<file path="src/rtl/hd44780_pkg.sv">
// Shared definitions for the HD44780 feeder: FSM encoding, FIFO entry layout and defaults.
package hd44780_pkg;

  typedef enum logic [1:0] {
    IDLE      = 2'd0,
    ISSUE     = 2'd1,
    WAIT_BUSY = 2'd2,
    WAIT_DONE = 2'd3
  } feeder_state_e;

  localparam int ENTRY_W            = 9;
  localparam int ENTRY_RS_BIT       = 8;
  localparam int ENTRY_DATA_MSB     = 7;
  localparam int ENTRY_DATA_LSB     = 0;
  localparam int DEFAULT_DEPTH_BITS = 4;
  localparam int DEFAULT_BUSY_WAIT  = 4;

  function automatic logic [ENTRY_W-1:0] pack_entry(input logic rs, input logic [7:0] data);
    return {rs, data};
  endfunction

endpackage

</file>
<file path="src/rtl/hd44780_fifo.sv">
// Synchronous FIFO of {rs, byte} LCD writes; full/empty are decided on the count at the start of the cycle.
module hd44780_fifo
  import hd44780_pkg::*;
#(
  parameter int DEPTH_BITS = DEFAULT_DEPTH_BITS
) (
  input  logic                  clk,
  input  logic                  rst,
  input  logic                  push,
  input  logic [ENTRY_W-1:0]    push_entry,
  input  logic                  pop,
  output logic [ENTRY_W-1:0]    head,
  output logic                  push_accepted,
  output logic                  full,
  output logic                  empty,
  output logic [DEPTH_BITS:0]   count
);

  localparam int DEPTH = 1 << DEPTH_BITS;

  logic [ENTRY_W-1:0]    mem [DEPTH];
  logic [DEPTH_BITS-1:0] wr_ptr;
  logic [DEPTH_BITS-1:0] rd_ptr;
  logic                  pop_ok;

  assign full          = (count == (DEPTH_BITS+1)'(DEPTH));
  assign empty         = (count == '0);
  assign push_accepted = push && !full;
  assign pop_ok        = pop && !empty;
  assign head          = mem[rd_ptr];

  always_ff @(posedge clk) begin
    if (rst) begin
      wr_ptr <= '0;
      rd_ptr <= '0;
      count  <= '0;
    end else begin
      if (push_accepted) wr_ptr <= wr_ptr + 1'b1;
      if (pop_ok)        rd_ptr <= rd_ptr + 1'b1;
      case ({push_accepted, pop_ok})
        2'b10:   count <= count + 1'b1;
        2'b01:   count <= count - 1'b1;
        default: count <= count;
      endcase
    end
  end

  // Storage carries no reset; the pointers alone define what is valid.
  always_ff @(posedge clk) begin
    if (push_accepted) mem[wr_ptr] <= push_entry;
  end

endmodule

</file>
<file path="src/rtl/hd44780_feeder.sv">
// Buffers LCD writes and drains them one at a time into hd44780_controller, pacing on its busy flag.
module hd44780_feeder
  import hd44780_pkg::*;
#(
  parameter int DEPTH_BITS = DEFAULT_DEPTH_BITS,
  parameter int BUSY_WAIT  = DEFAULT_BUSY_WAIT
) (
  input  logic                  CLK_I,
  input  logic                  RST_I,
  input  logic                  STB_I,
  input  logic                  i_rs,
  input  logic [7:0]            i_dat,
  output logic                  o_ack,
  output logic                  o_full,
  output logic                  o_empty,
  output logic [DEPTH_BITS:0]   o_count,
  output logic                  o_overflow,
  output logic                  o_idle,
  output logic                  o_lcd_stb,
  output logic                  o_lcd_rs,
  output logic [7:0]            o_lcd_data,
  input  logic                  i_lcd_busy
);

  localparam int TIMER_W = $clog2(BUSY_WAIT + 1);

  feeder_state_e        state;
  feeder_state_e        state_nxt;
  logic [TIMER_W-1:0]   timer;
  logic [ENTRY_W-1:0]   head;
  logic                 push_accepted;
  logic                 pop;
  logic                 timer_load;
  logic                 timer_dec;
  logic                 issue;

  hd44780_fifo #(
    .DEPTH_BITS (DEPTH_BITS)
  ) u_fifo (
    .clk           (CLK_I),
    .rst           (RST_I),
    .push          (STB_I),
    .push_entry    (pack_entry(i_rs, i_dat)),
    .pop           (pop),
    .head          (head),
    .push_accepted (push_accepted),
    .full          (o_full),
    .empty         (o_empty),
    .count         (o_count)
  );

  always_ff @(posedge CLK_I) begin
    if (RST_I) state <= IDLE;
    else       state <= state_nxt;
  end

  // A strobe the controller never answers times out back to IDLE; the entry is not retried.
  always_comb begin
    state_nxt = state;
    case (state)
      IDLE:      if (!o_empty && !i_lcd_busy) state_nxt = ISSUE;
      ISSUE:     state_nxt = WAIT_BUSY;
      WAIT_BUSY: begin
        if (i_lcd_busy)                 state_nxt = WAIT_DONE;
        else if (timer <= TIMER_W'(1))  state_nxt = IDLE;
      end
      WAIT_DONE: if (!i_lcd_busy) state_nxt = IDLE;
      default:   state_nxt = IDLE;
    endcase
  end

  always_comb begin
    pop        = 1'b0;
    issue      = 1'b0;
    timer_load = 1'b0;
    timer_dec  = 1'b0;
    case (state)
      IDLE:      pop = !o_empty && !i_lcd_busy;
      ISSUE:     begin
        issue      = 1'b1;
        timer_load = 1'b1;
      end
      WAIT_BUSY: timer_dec = !i_lcd_busy;
      default:   ;
    endcase
  end

  assign o_lcd_stb = issue;

  always_ff @(posedge CLK_I) begin
    if (RST_I)           timer <= '0;
    else if (timer_load) timer <= TIMER_W'(BUSY_WAIT);
    else if (timer_dec)  timer <= timer - 1'b1;
  end

  // The popped entry stays on the controller inputs until the next pop.
  always_ff @(posedge CLK_I) begin
    if (RST_I) begin
      o_lcd_rs   <= 1'b0;
      o_lcd_data <= '0;
    end else if (pop) begin
      o_lcd_rs   <= head[ENTRY_RS_BIT];
      o_lcd_data <= head[ENTRY_DATA_MSB:ENTRY_DATA_LSB];
    end
  end

  always_ff @(posedge CLK_I) begin
    if (RST_I) begin
      o_ack      <= 1'b0;
      o_overflow <= 1'b0;
      o_idle     <= 1'b0;
    end else begin
      o_ack  <= push_accepted;
      o_idle <= o_empty && (state == IDLE) && !i_lcd_busy;
      if (STB_I && o_full) o_overflow <= 1'b1;
    end
  end

endmodule

</file>
<file path="config.mk">
export PLATFORM = sky130hd
export DESIGN_NAME = hd44780_feeder
export DESIGN_NICKNAME = d
export VERILOG_FILES = /design/src/rtl/hd44780_pkg.sv /design/src/rtl/hd44780_fifo.sv /design/src/rtl/hd44780_feeder.sv
export SDC_FILE = /design/constraint.sdc
export NUM_CORES = 1
export LEC_CHECK = 0
export BUFFER_PORTS_ARGS = -buffer_cell sky130_fd_sc_hd__buf_2
export CAP_MARGIN = 20
export CORE_ASPECT_RATIO = 0.7
export CORE_UTILIZATION = 40
export DETAILED_ROUTE_END_ITERATION = 8
export GPL_ROUTABILITY_DRIVEN = 0
export SLEW_MARGIN = 40
export SYNTH_ARGS = -nofsm -noshare
export SYNTH_HDL_FRONTEND = slang
export SYNTH_SLANG_ARGS = --single-unit
</file>
<file path="constraint.sdc">
create_clock -name CLK_I -period 4.75 [get_ports CLK_I]
set_input_delay 0.95 -clock CLK_I [delete_from_list [all_inputs] [get_ports CLK_I]]
set_output_delay 0.95 -clock CLK_I [all_outputs]
set_load 0.02 [all_outputs]
</file>
==> Yosys cells after proc, flatten, opt, wreduce, memory -nomap -nowiden <==
Memories as Yosys holds them, arrays and structs flattened. A register that Yosys moved wholly into a read port is not among the register bits.
Index checks and enable logic that the tools add are counted.
W data, S select, Z words.
{ "word_totals": {"reg_bits": 21, "latchBits": 0, "ram_bits": 144, "romBits": 0, "inputBits": 13, "out_inout_bits": 20, "wordCells": 53, "n_memories": 1} }
{ "classes": {"n_addsub": 5, "n_mul": 0, "div_mod_pow": 0, "n_lt_le_gt_ge": 1, "n_eq_ne": 9, "shifts": 0, "muxes": 13, "bitwise": 0, "reduce_logical": 15} }
{ "mem_list": {"columns": ["memory", "words", "word_bits", "read_ports", "rd_ports_with_merged_regs", "write_ports", "line", "text"], "rows": [
  ["u_fifo.mem", 16, 9, 1, 1, 1, "hd44780_fifo.sv:21", "logic [ENTRY_W-1:0] mem [DEPTH];"]
]} }
{ "ops": {"columns": ["op", "n"], "rows": [
  ["$pmux W5 S2", 1],
  ["$add A4 B1 Y4 const B", 2],
  ["$mux W2", 4],
  ["$pmux W2 S4", 1],
  ["$eq A2 B2 Y1 const B", 3],
  ["$logic_and A1 B1 Y1", 6],
  ["$mux W3", 2],
  ["$add A5 B1 Y5 const B", 1],
  ["$eq A5 B5 Y1 const B", 1],
  ["$logic_not A5 Y1", 1],
  ["$mux W1", 5],
  ["$sub A5 B1 Y5 const B", 1],
  ["$eq A2 B1 Y1 const B", 2],
  ["$ne A2 B2 Y1 const B", 2],
  ["$reduce_bool A2 Y1", 2],
  ["$le A3 B1 Y1 const B", 1],
  ["$logic_not A1 Y1", 3],
  ["$ne A3 B3 Y1 const B", 1],
  ["$reduce_and A3 Y1", 1],
  ["$sub A3 B1 Y3 const B", 1],
  ["$logic_not A2 Y1", 1],
  ["$reduce_or A2 Y1", 1]
]} }

==> Depth between registers and ports, before layout <==
Gate-level depths: netlist of the first run.
{ "logic_depth": {"ltp_word": 7, "ltp_mapped": 11, "depth_no_buf": 10} }

==> Hierarchy <==
A second synthesis of the first run with hierarchy kept.
{ "hier_totals": {"cells_unflattened": 411, "area_unflattened_um2": 7300.8} }
{ "by_module_without_submodules": {"columns": ["module", "instances", "cells_per_inst", "area_each_um2", "seq_area_each_um2"], "rows": [
  ["hd44780_fifo", 1, 327, 6578.8, 4664.5],
  ["hd44780_feeder", 1, 84, 721.9, 340.3]
]} }

==> Worst setup path before layout of the first run <==
Ideal clock, no wire load.
{ "synth_timing": {"kind": "input to register", "startpoint": "in i_lcd_busy", "endpoint": "reg u_fifo.count[4]", "setup_time_ns": 0.062, "t_arrival_ns": 2.873, "t_required_ns": 4.688, "slack_ns": 1.815, "stages": 9, "n_path_buf": 1, "cell_sequence": "nor3_4 -> a21boi_2 -> buf_2 -> ha_1 -> ha_1 -> or4b_2 -> a21oi_1 -> a31oi_1 -> nand3_1"} }
{ "synth_between": {"elab_chain_cells": 6, "elab_cells_between_ends": 8, "classes_between": "eq/ne (2); mux (2); reduce/logical (4)"} }
{ "synth_rtl": {"columns": ["element", "line", "text"], "rows": [
  ["from (decl)", "hd44780_feeder.sv:22", "input logic i_lcd_busy"],
  ["$logic_not A1 Y1 *", "hd44780_feeder.sv:78", "IDLE: pop = !o_empty && !i_lcd_busy;"],
  ["$logic_and A1 B1 Y1 *", "hd44780_feeder.sv:78", null],
  ["$mux W1 *", "hd44780_feeder.sv:77", "case (state)"],
  ["$logic_and A1 B1 Y1 *", "hd44780_fifo.sv:29", "assign pop_ok = pop && !empty;"],
  ["named net u_fifo.pop_ok", "hd44780_fifo.sv:24", "logic pop_ok;"],
  ["$eq A2 B1 Y1 or $eq A2 B2 Y1 (tied branches)", "hd44780_fifo.sv:40", "case ({push_accepted, pop_ok})"],
  ["$pmux W5 S2 or $reduce_bool A2 Y1 (tied branches)", null, null],
  ["to (signal assigned)", "hd44780_fifo.sv:41", "2'b10: count <= count + 1'b1;"],
  ["to (signal assigned)", "hd44780_fifo.sv:42", "2'b01: count <= count - 1'b1;"],
  ["to (signal assigned)", "hd44780_fifo.sv:43", "default: count <= count;"],
  ["to (decl)", "hd44780_fifo.sv:16", "output logic [DEPTH_BITS:0] count"]
]} }
The timed path passes the listed nets; every way through them passes the cells marked *.
A chain may end at the register's enable or synchronous reset.

==> Final worst setup path of the first run <==
{ "layout_timing": {"startpoint": "in i_lcd_busy", "endpoint": "reg u_fifo.count[4]"} }
{ "layout_between": {"elab_chain_cells": 6, "elab_cells_between_ends": 8, "classes_between": "eq/ne (2); mux (2); reduce/logical (4)"} }
{ "layout_rtl": {"columns": ["element", "line"], "rows": [
  ["$logic_not A1 Y1 *", "hd44780_feeder.sv:78"],
  ["$logic_and A1 B1 Y1 *", "hd44780_feeder.sv:78"],
  ["$mux W1 *", "hd44780_feeder.sv:77"],
  ["$logic_and A1 B1 Y1 *", "hd44780_fifo.sv:29"],
  ["$eq A2 B1 Y1 or $eq A2 B2 Y1 (tied branches)", "hd44780_fifo.sv:40"],
  ["$pmux W5 S2 or $reduce_bool A2 Y1 (tied branches)", null]
]} }
Mark *: on every way between the ends. The rest lies on a longest branch, timed or not.

==> results.md, run 1 <==
Status:
- The run finished with clean final reports.

Detailed routing:
- After detailed routing, the number of vias per cell comes to 5.458.
- The detailed-route wire length per cell is 20.19 µm.
- The total wirelength of the detailed-routed design is ~15,000 µm.
- The number of vias in the routed layout is 4,132.
- The DRC violation total after the first TritonRoute iteration is a little under 400.
- The remaining antenna violation count is 0.
- Before antenna repair, the detailed router went through 5 iterations.
- The number of DRC violations after detailed routing is 0.

Worst setup path:
- The capturing element type of the critical path is a register.
- The largest individual stage delay along the critical path comes from the cell sky130_fd_sc_hd__or4b_2.
- Walking the worst path, the cells encountered are buf_2 -> nor3_4 -> a21boi_2 -> ha_1 -> ha_1 -> or4b_2 -> a21oi_1 -> a31oi_1 -> nand3_1.
- In this design, the stage delay of the slowest critical-path cell is 0.60 ns.
- The cell with the most instances on the worst path is sky130_fd_sc_hd__ha_1.
- The endpoint identified for the worst register-to-register timing path is u_fifo.count[4].
- The number of cells on the worst reg-to-reg path is 8.
- The worst setup path is launched from a primary input.
- STA puts the critical path data required time at 5.11 ns.
- The worst setup path is of the in -> reg kind.
- Of all nets on the critical path, the largest fanout is 13.
- The register-to-register path setup slack is 1.70 ns.
- Among cell families on the critical path, the largest total delay comes from simple AND/OR/NAND/NOR gates.
- The worst path arrival time is 3.52 ns.
- The startpoint identified for the worst register-to-register timing path is u_fifo.count[4].
- The buffer and inverter count on the worst path is 1.

Die:
- The floorplan has 40 rows.
- The die is 162.2 µm wide.
- After floorplanning, the core was sized to cover 0.01737 mm².
- The starting density of the core is 41.38%.
- The number of top-level design ports is 33.
- The die extent in y is 114.1 µm.
- The die area is 0.01851 mm².

Synthesis:
- Among all flip-flop cells after synthesis, the most frequent one is sky130_fd_sc_hd__edfxtp_1.
- The share of synthesized registers carrying an async set or reset is 0%.
- Sorting the synthesized cells by how often they occur yields sky130_fd_sc_hd__edfxtp_1, sky130_fd_sc_hd__mux2i_1, sky130_fd_sc_hd__nor2_1.
- The count of flip-flops with a built-in enable after synthesis is 144.
- The most used standard cell by instance count after synthesis is sky130_fd_sc_hd__edfxtp_1.
- The count of warnings emitted by yosys is 0.
- The cell type contributing the most total cell area after synthesis is sky130_fd_sc_hd__edfxtp_1.
- The share of the synthesized area in the top cell type is 60.18%.
- The synthesized area per cell is 14.82 µm².
- The synthesized netlist occupies a cell area of a little over 0.007 mm².
- The synthesized netlist net count is between 500 and 600.
- Synthesis handed over a netlist of a little under 500 instances.
- The register bit total from synthesis is 174.
- In this run, distinct cell masters in the synthesized netlist total 51.
- In the post-synthesis netlist, the biggest area contributors are sky130_fd_sc_hd__edfxtp_1, sky130_fd_sc_hd__mux2i_1, sky130_fd_sc_hd__dfxtp_1, sky130_fd_sc_hd__nor2_1, sky130_fd_sc_hd__o22ai_1.
- The sequential element share of the synthesized area is 68.54%.

Timing:
- Setup slack on the critical path of the routed design comes to 1.589 ns.
- Across all hold checks on the routed design, the worst slack comes to 0.4625 ns.
- The final critical path time including I/O delays and setup is 3.161 ns.
- The number of hold violations in the final report is 0.
- The total setup violations reported at the end of the flow is 0.
- The clock arrives with 0.01131 ns of skew.
- Setup repair after global routing left no endpoint under its margin.
- The count of final max-slew check failures was 0.
- Headroom to the max-slew limit came out at 54.96%.
- Timing would allow up to 316.4 MHz.
- The worst path uses 66.55% of the clock period.
- The transition time at the pin with the least slew margin is 0.6756 ns.
- Summed over all failing endpoints, the final setup total negative slack is 0 ns.

Pwr:
- The worst-case IR drop observed on VDD is 0.2301 mV.
- Dividing total power by cell area gives a power density of between 400 and 500 mW/mm².
- The standby leakage power is 2.569 nW.

Min path:
- The class of the worst hold path is reg -> reg.
- For hold timing, the worst endpoint is o_overflow.
- Along the worst hold path, the cell count comes to 2.
- In this run the most critical hold path is launched from o_overflow.

Finish:
- The number of filler cells placed in the layout is 1,476.
- The total number of nets in the final design is 537.
- The share of final-layout standard cells stronger than drive strength 1 is 17.49%.
- The number of standard cells in the final layout excluding fillers is 757.
- The antenna diode count is 0.
- The synthesis-to-finish area growth is 12.76%.

Clock tree:
- After clock tree synthesis, the clock-pin slew on the worst setup and hold paths is 0.07 ns.
- After clock tree synthesis, the setup repair step added 0 buffers.
- The root buffer cell chosen for the clock tree is sky130_fd_sc_hd__clkbuf_16.
- CTS saw about 170 sinks.
- The CTS tree is done.
- CTS built an H-tree with a depth of 4.
- TritonCTS created 17 clock buffers.
- The longest clock path from root to sink contains 2 buffers.
- The post-cts hold buffer count is 0.
- At the later pin of the worst-skew pair, clock insertion delay measures 0.42 ns.
- The number of gates given a new drive strength after cts is 0.

Global routing:
- The total overflow left after global routing is 0.
- The number of antenna violations at the first check in global routing was 1.
- The overall track demand over capacity in global routing is roughly 18%.
- The number of global-route vias before repair was about 4k.
- The first global-routing pass estimated roughly 23,000 µm of wire.
- The largest net degree at the start of global routing is 35.

Placement:
- Summed over all nets, the half-perimeter wirelength after detailed placement is 10,030 µm.
- The count of input and output buffers is 32.
- Once placement completed, the tool counted placed cells totaling 725.
- Timing analysis after detailed placement gives a worst setup slack of 1.210 ns.

Job:
- The tool flagged a number of max-cap violations equal to 0.
power breakdown:
| part | total (mW) | switching (mW) | internal, mW |
|---|---|---|---|
| clock | 1.33 | 0.555 | 0.774 |
| sequential | 1.88 | 0.120 | 1.76 |
| combinational | 0.809 | 0.511 | 0.298 |
| total | 4.02 | 1.19 | 2.83 |
worst max path at each step:
| stage | start | endpoint | slack (ns) | cells past startpoint |
|---|---|---|---|---|
| after floorplan | i_lcd_busy | u_fifo.count[4] | 1.82 | 9 |
| after global placement | i_lcd_busy | u_fifo.count[4] | 1.37 | 9 |
| after detailed placement | i_lcd_busy | u_fifo.count[4] | 1.21 | 9 |
| after CTS | i_lcd_busy | u_fifo.count[4] | 1.64 | 9 |
| after global routing | i_lcd_busy | u_fifo.count[4] | 1.45 | 9 |
| final | i_lcd_busy | u_fifo.count[4] | 1.59 | 9 |
cell families (layout without fill, tap and decap cells):
kind of cell / after synthesis / count (layout) / synth area share [%]
AOI/OAI and AO/OA: 76 / 76 / 7.609
muxes: 74 / 74 / 10.66
xor gates and xnor gates: 9 / 9 / 1.097
DFF: 174 / 174 / 68.54
buffers and inverters: 40 / 81 / 3.291
and+or+nand+nor: 101 / 101 / 6.896
adders and majority gates: 11 / 11 / 1.915
stage by stage:
step / total power, mW / instance area [µm²] / utilization (%)
2_1_floorplan: 2.494 / 7186 / -
3_3_place_gp: 2.686 / 7486 / 43.11
3_5_place_dp: 2.720 / 7531 / 43.36
4_1_cts: 4.037 / 8092 / 46.59
5_1_grt: 4.176 / 8103 / 46.66
6_report: 4.017 / 8103 / 46.66
worst min-delay path, stage by stage (launching register included):
cell,delay (ns)
sky130_fd_sc_hd__dfxtp_1,0.32
sky130_fd_sc_hd__a21oi_1,0.04
sky130_fd_sc_hd__nor2_1,0.07
layout by cell type, fill, tap and decap left out, drive strengths merged, types with 5 or more instances in the layout:
cell type  count
nor3           7
o22ai         34
buf           38
clkinv         5
xor2           5
clkbuf        22
ha            11
edfxtp       144
a21oi         10
mux2i         72
a311oi        10
inv           11
nand2         10
dfxtp         30
nor2          58
per-layer routing:
layer / GRT usage [%] / vias to the layer above / wire length [µm] / share of wire, %
li1: - / 1914 / - / -
met1: 26.79 / 2070 / 7466 / 49
met2: 25.21 / 129 / 6696 / 44
met3: 2.934 / 19 / 947 / 6.2
met4: 5.912 / 0 / 175 / 1.1
met5: 0 / - / 0 / 0
flip-flops by register name (all words and copies together), names as in the netlist, 2 cells and up:
| register | cells |
|---|---|
| o_lcd_data | 8 |
| state | 2 |
| u_fifo.count | 5 |
| u_fifo.wr_ptr | 4 |
| u_fifo.rd_ptr | 4 |
| timer | 3 |
| u_fifo.mem | 144 |
area by class of cell:
class / instances / area [µm²] / area share (%)
Multi-Input combinational cell: 271 / 2066 / 25.49
Timing Repair Buffer: 38 / 217.7 / 2.687
Inverter: 11 / 41.29 / 0.5096
Sequential cell: 174 / 4928 / 60.82
Clock inverter: 10 / 116.4 / 1.436
Clock buffer: 22 / 444.2 / 5.482
Tap cell: 231 / 289.0 / 3.567
No activity file was read; power rests on OpenSTA's default activity.
==> run 2, diff against run 1 <==
- clock period: 4.75 -> 2.9 ns (I/O delays scaled with it)
==> results.md, run 2 (synthesis gave the netlist of run 1 again) <==
Pwr:
- The completed layout was analyzed and its total power is 6.791 mW.
- For this design the ratio of total power to cell area is 824.5 mW/mm².
- The worst-case vdd ir drop is 0.3379 mV.
- The analysis attributes to cell leakage a power of 2.691 nW.

Timing:
- Setup violations remaining at the end of the flow were counted as 0.
- The fmax is 377.8 MHz.
- The share of the clock period used by the worst path is 91.27%.
- Across the routed clock network, the largest skew measured is 0.01184 ns.
- The number of hold violations in the final report came to 0.
- At the pin with the least slew margin, the transition time is 0.6881 ns.
- Setup repair after global routing left no endpoint under its margin.
- The count of final max-slew check failures is 0.
- In this run the tightest slew margin relative to its limit is 54.13%.
- In the final timing run, aggregate negative setup slack is 0 ns.
- The final critical path time including I/O delays and setup is between 2 and 3 ns.

Worst setup path:
- The logic depth of the worst register-to-register path is 10.
- The launching element type of the critical path is a register.
- The number of buffers and inverters on the critical path is 2.
- STA puts the critical path data arrival time at about 3.0 ns.
- In this run the number of cells on the critical path is 10.
- The critical path is of the reg -> reg type.
- Traced cell by cell, the critical path runs through nor4_1 -> buf_4 -> a21boi_1 -> inv_1 -> ha_2 -> ha_1 -> or4b_2 -> a21oi_1 -> a31oi_1 -> nand3_1.
- The capturing element type of the critical path is a register.
- The critical path required time is 3.25 ns.
- The family with the most delay on the worst path is simple AND/OR/NAND/NOR gates.
- The top fanout value on the critical path is 11.
- The slowest stage of the critical path is the sky130_fd_sc_hd__or4b_2 cell.
- On the worst path, the slowest cell contributes a delay of 0.60 ns.

Clock tree:
- The post-cts hold buffer count is 0.
- TritonCTS built the clock tree.
- The clock drives 174 sinks.
- The CTS root buffer is sky130_fd_sc_hd__clkbuf_16.
- The number of gates given a new drive strength after cts is 0.
- The worst-case clock buffer depth is 2.
- The clock reaches the later pin of the worst-skew pair after 0.42 ns.
- Buffers inserted during clock tree synthesis total 17.
- The clock slew at the register clock pins of the worst setup and hold paths is about 0.070 ns.
- The number of levels in the clock H-tree is 4.
- The number of setup buffers added after CTS is 0.

Global routing:
- Entering global routing, the biggest net connects 35 pins.
- The met3 routing resource usage after global routing is approximately 3.3%.
- The number of global-route vias before repair was 3,985.
- In the global route stage, met2 resource usage came out at between 20 and 30%.
- The global routing usage on met1 is 26.81%.
- Across every metal layer, demand over resource in global routing totals 17.56%.
- The total congestion overflow after global routing is 0.
- The global-route wire length before repair is 23,490 µm.
- The most congested layer reported by global routing is met1.
- The number of antenna violations at the first check in global routing is 0.

Detailed routing:
- The first routing iteration left 394 violations.
- The remaining antenna violation count is 0.
- The detailed-route wire length per cell is 20.09 µm.
- The total wirelength of the detailed-routed design is 15,570 µm.
- The number of optimization iterations in the first detailed-route pass is 5.
- After detailed routing, the number of vias per cell comes to 5.345.
- The number of vias in the routed layout is 4,142.
- After detailed routing, the number of remaining DRC violations is 0.

Die:
- The chip width is 162.2 µm.
- The number of top-level design ports is 33.
- The die extent in y is 114.1 µm.
- The site row count is 40.
- The die area is about 0.019 mm².
- The placeable core region is 0.01737 mm².
- The starting density of the core is 41.38%.

Min path:
- The class of the worst hold path is in -> reg.
- The worst hold path was traced through 3 stages.

Finish:
- The repair_antennas step left the layout with diodes totalling 0.
- The largest registers in the layout are u_fifo.mem: 144 flops, o_lcd_data: 8 flops, u_fifo.count: 5 flops.
- Cells with a size suffix above 1 make up between 10% and 20% of the layout.
- The finished layout cell area is 0.008237 mm².
- The library cell used most frequently in the layout, excluding fill and tap cells, is sky130_fd_sc_hd__edfxtp_1.
- The register with the most flip-flops in the layout has ~140 of them.
- Cells fill 47.43% of the core in the end.
- At the end of the flow, the number of nets in the layout was between 500 and 600.
- The top cell types in the final layout, fill and taps aside, are sky130_fd_sc_hd__edfxtp_1, sky130_fd_sc_hd__mux2i_1, sky130_fd_sc_hd__nor2_1, sky130_fd_sc_hd__o22ai_1, sky130_fd_sc_hd__buf_2.
- The number of standard cells in the final layout excluding fillers is around 780.
- The synthesis-to-finish area growth is 14.63%.
- The top register by number of flip-flops is u_fifo.mem.

Placement:
- Once placement completed, the tool counted placed cells totaling about 740.
- Summing all placed instances gives a cell area of 0.007624 mm².
- The wire-length estimate of the detail-placed layout is 10,100 µm.
- During placement, the flow inserted port buffers numbering 32.

Job:
- Max-cap violations in this run came to 0.

Status:
- The flow ran to the end, and the final reports show no timing, DRC or antenna violations.
[run 2: cell count changes in the layout (fill, tap and decap cells not counted), sizes merged]
cell,previous run,this run
inv,11,17
clkbuf,22,18
bufinv,2,3
clkinv,5,2
buf,38,56
[run 2: path summary, 6_finish.rpt]
| check | slack [ns] | end | from |
|---|---|---|---|
| max | 0.25 | u_fifo.count[4] | u_fifo.count[2] |
| min | 0.47 | o_overflow | STB_I |
| max reg2reg | 0.25 | u_fifo.count[4] | u_fifo.count[2] |
| min reg2reg | 0.47 | o_overflow | o_overflow |
[run 2: final cells by class]
class | instances | area (µm²)
fillers | 1505 | 9130
flip-flops and latches | 174 | 4928
multi-input cells | 271 | 2029
clock buffers | 18 | 429.2
repair buffers | 56 | 340.3
well taps | 231 | 289.0
clock inverters | 14 | 178.9
inverters | 11 | 41.29
[run 2: worst min-delay path: cells and delay by family]
family                 cells  cell delay (ns)
AOI/OAI and AO/OA          1             0.07
buffers and inverters      1             0.13
and+or+nand+nor            1             0.07
[run 2: report_power, final]
| part | total [mW] | switching, mW | internal, mW |
|---|---|---|---|
| combinational | 1.41 | 0.880 | 0.534 |
| sequential | 3.04 | 0.159 | 2.88 |
| clock | 2.34 | 0.963 | 1.37 |
| total | 6.79 | 2.00 | 4.79 |
[run 2: layer usage]
metal  wire length (µm)  vias up
li1                   -     1947
met1               7943     2076
met2               6667      109
met3                828       10
met4                129        0
met5                  0        -
[run 2: stage by stage]
stage               worst slack, ns  hold slack [ns]
finish                       0.2532           0.4693
global route                0.05416           0.4725
CTS                          0.1988           0.4640
detailed placement           0.1604           0.4572
global placement             0.2398           0.4473
floorplan                    0.2498           0.4688
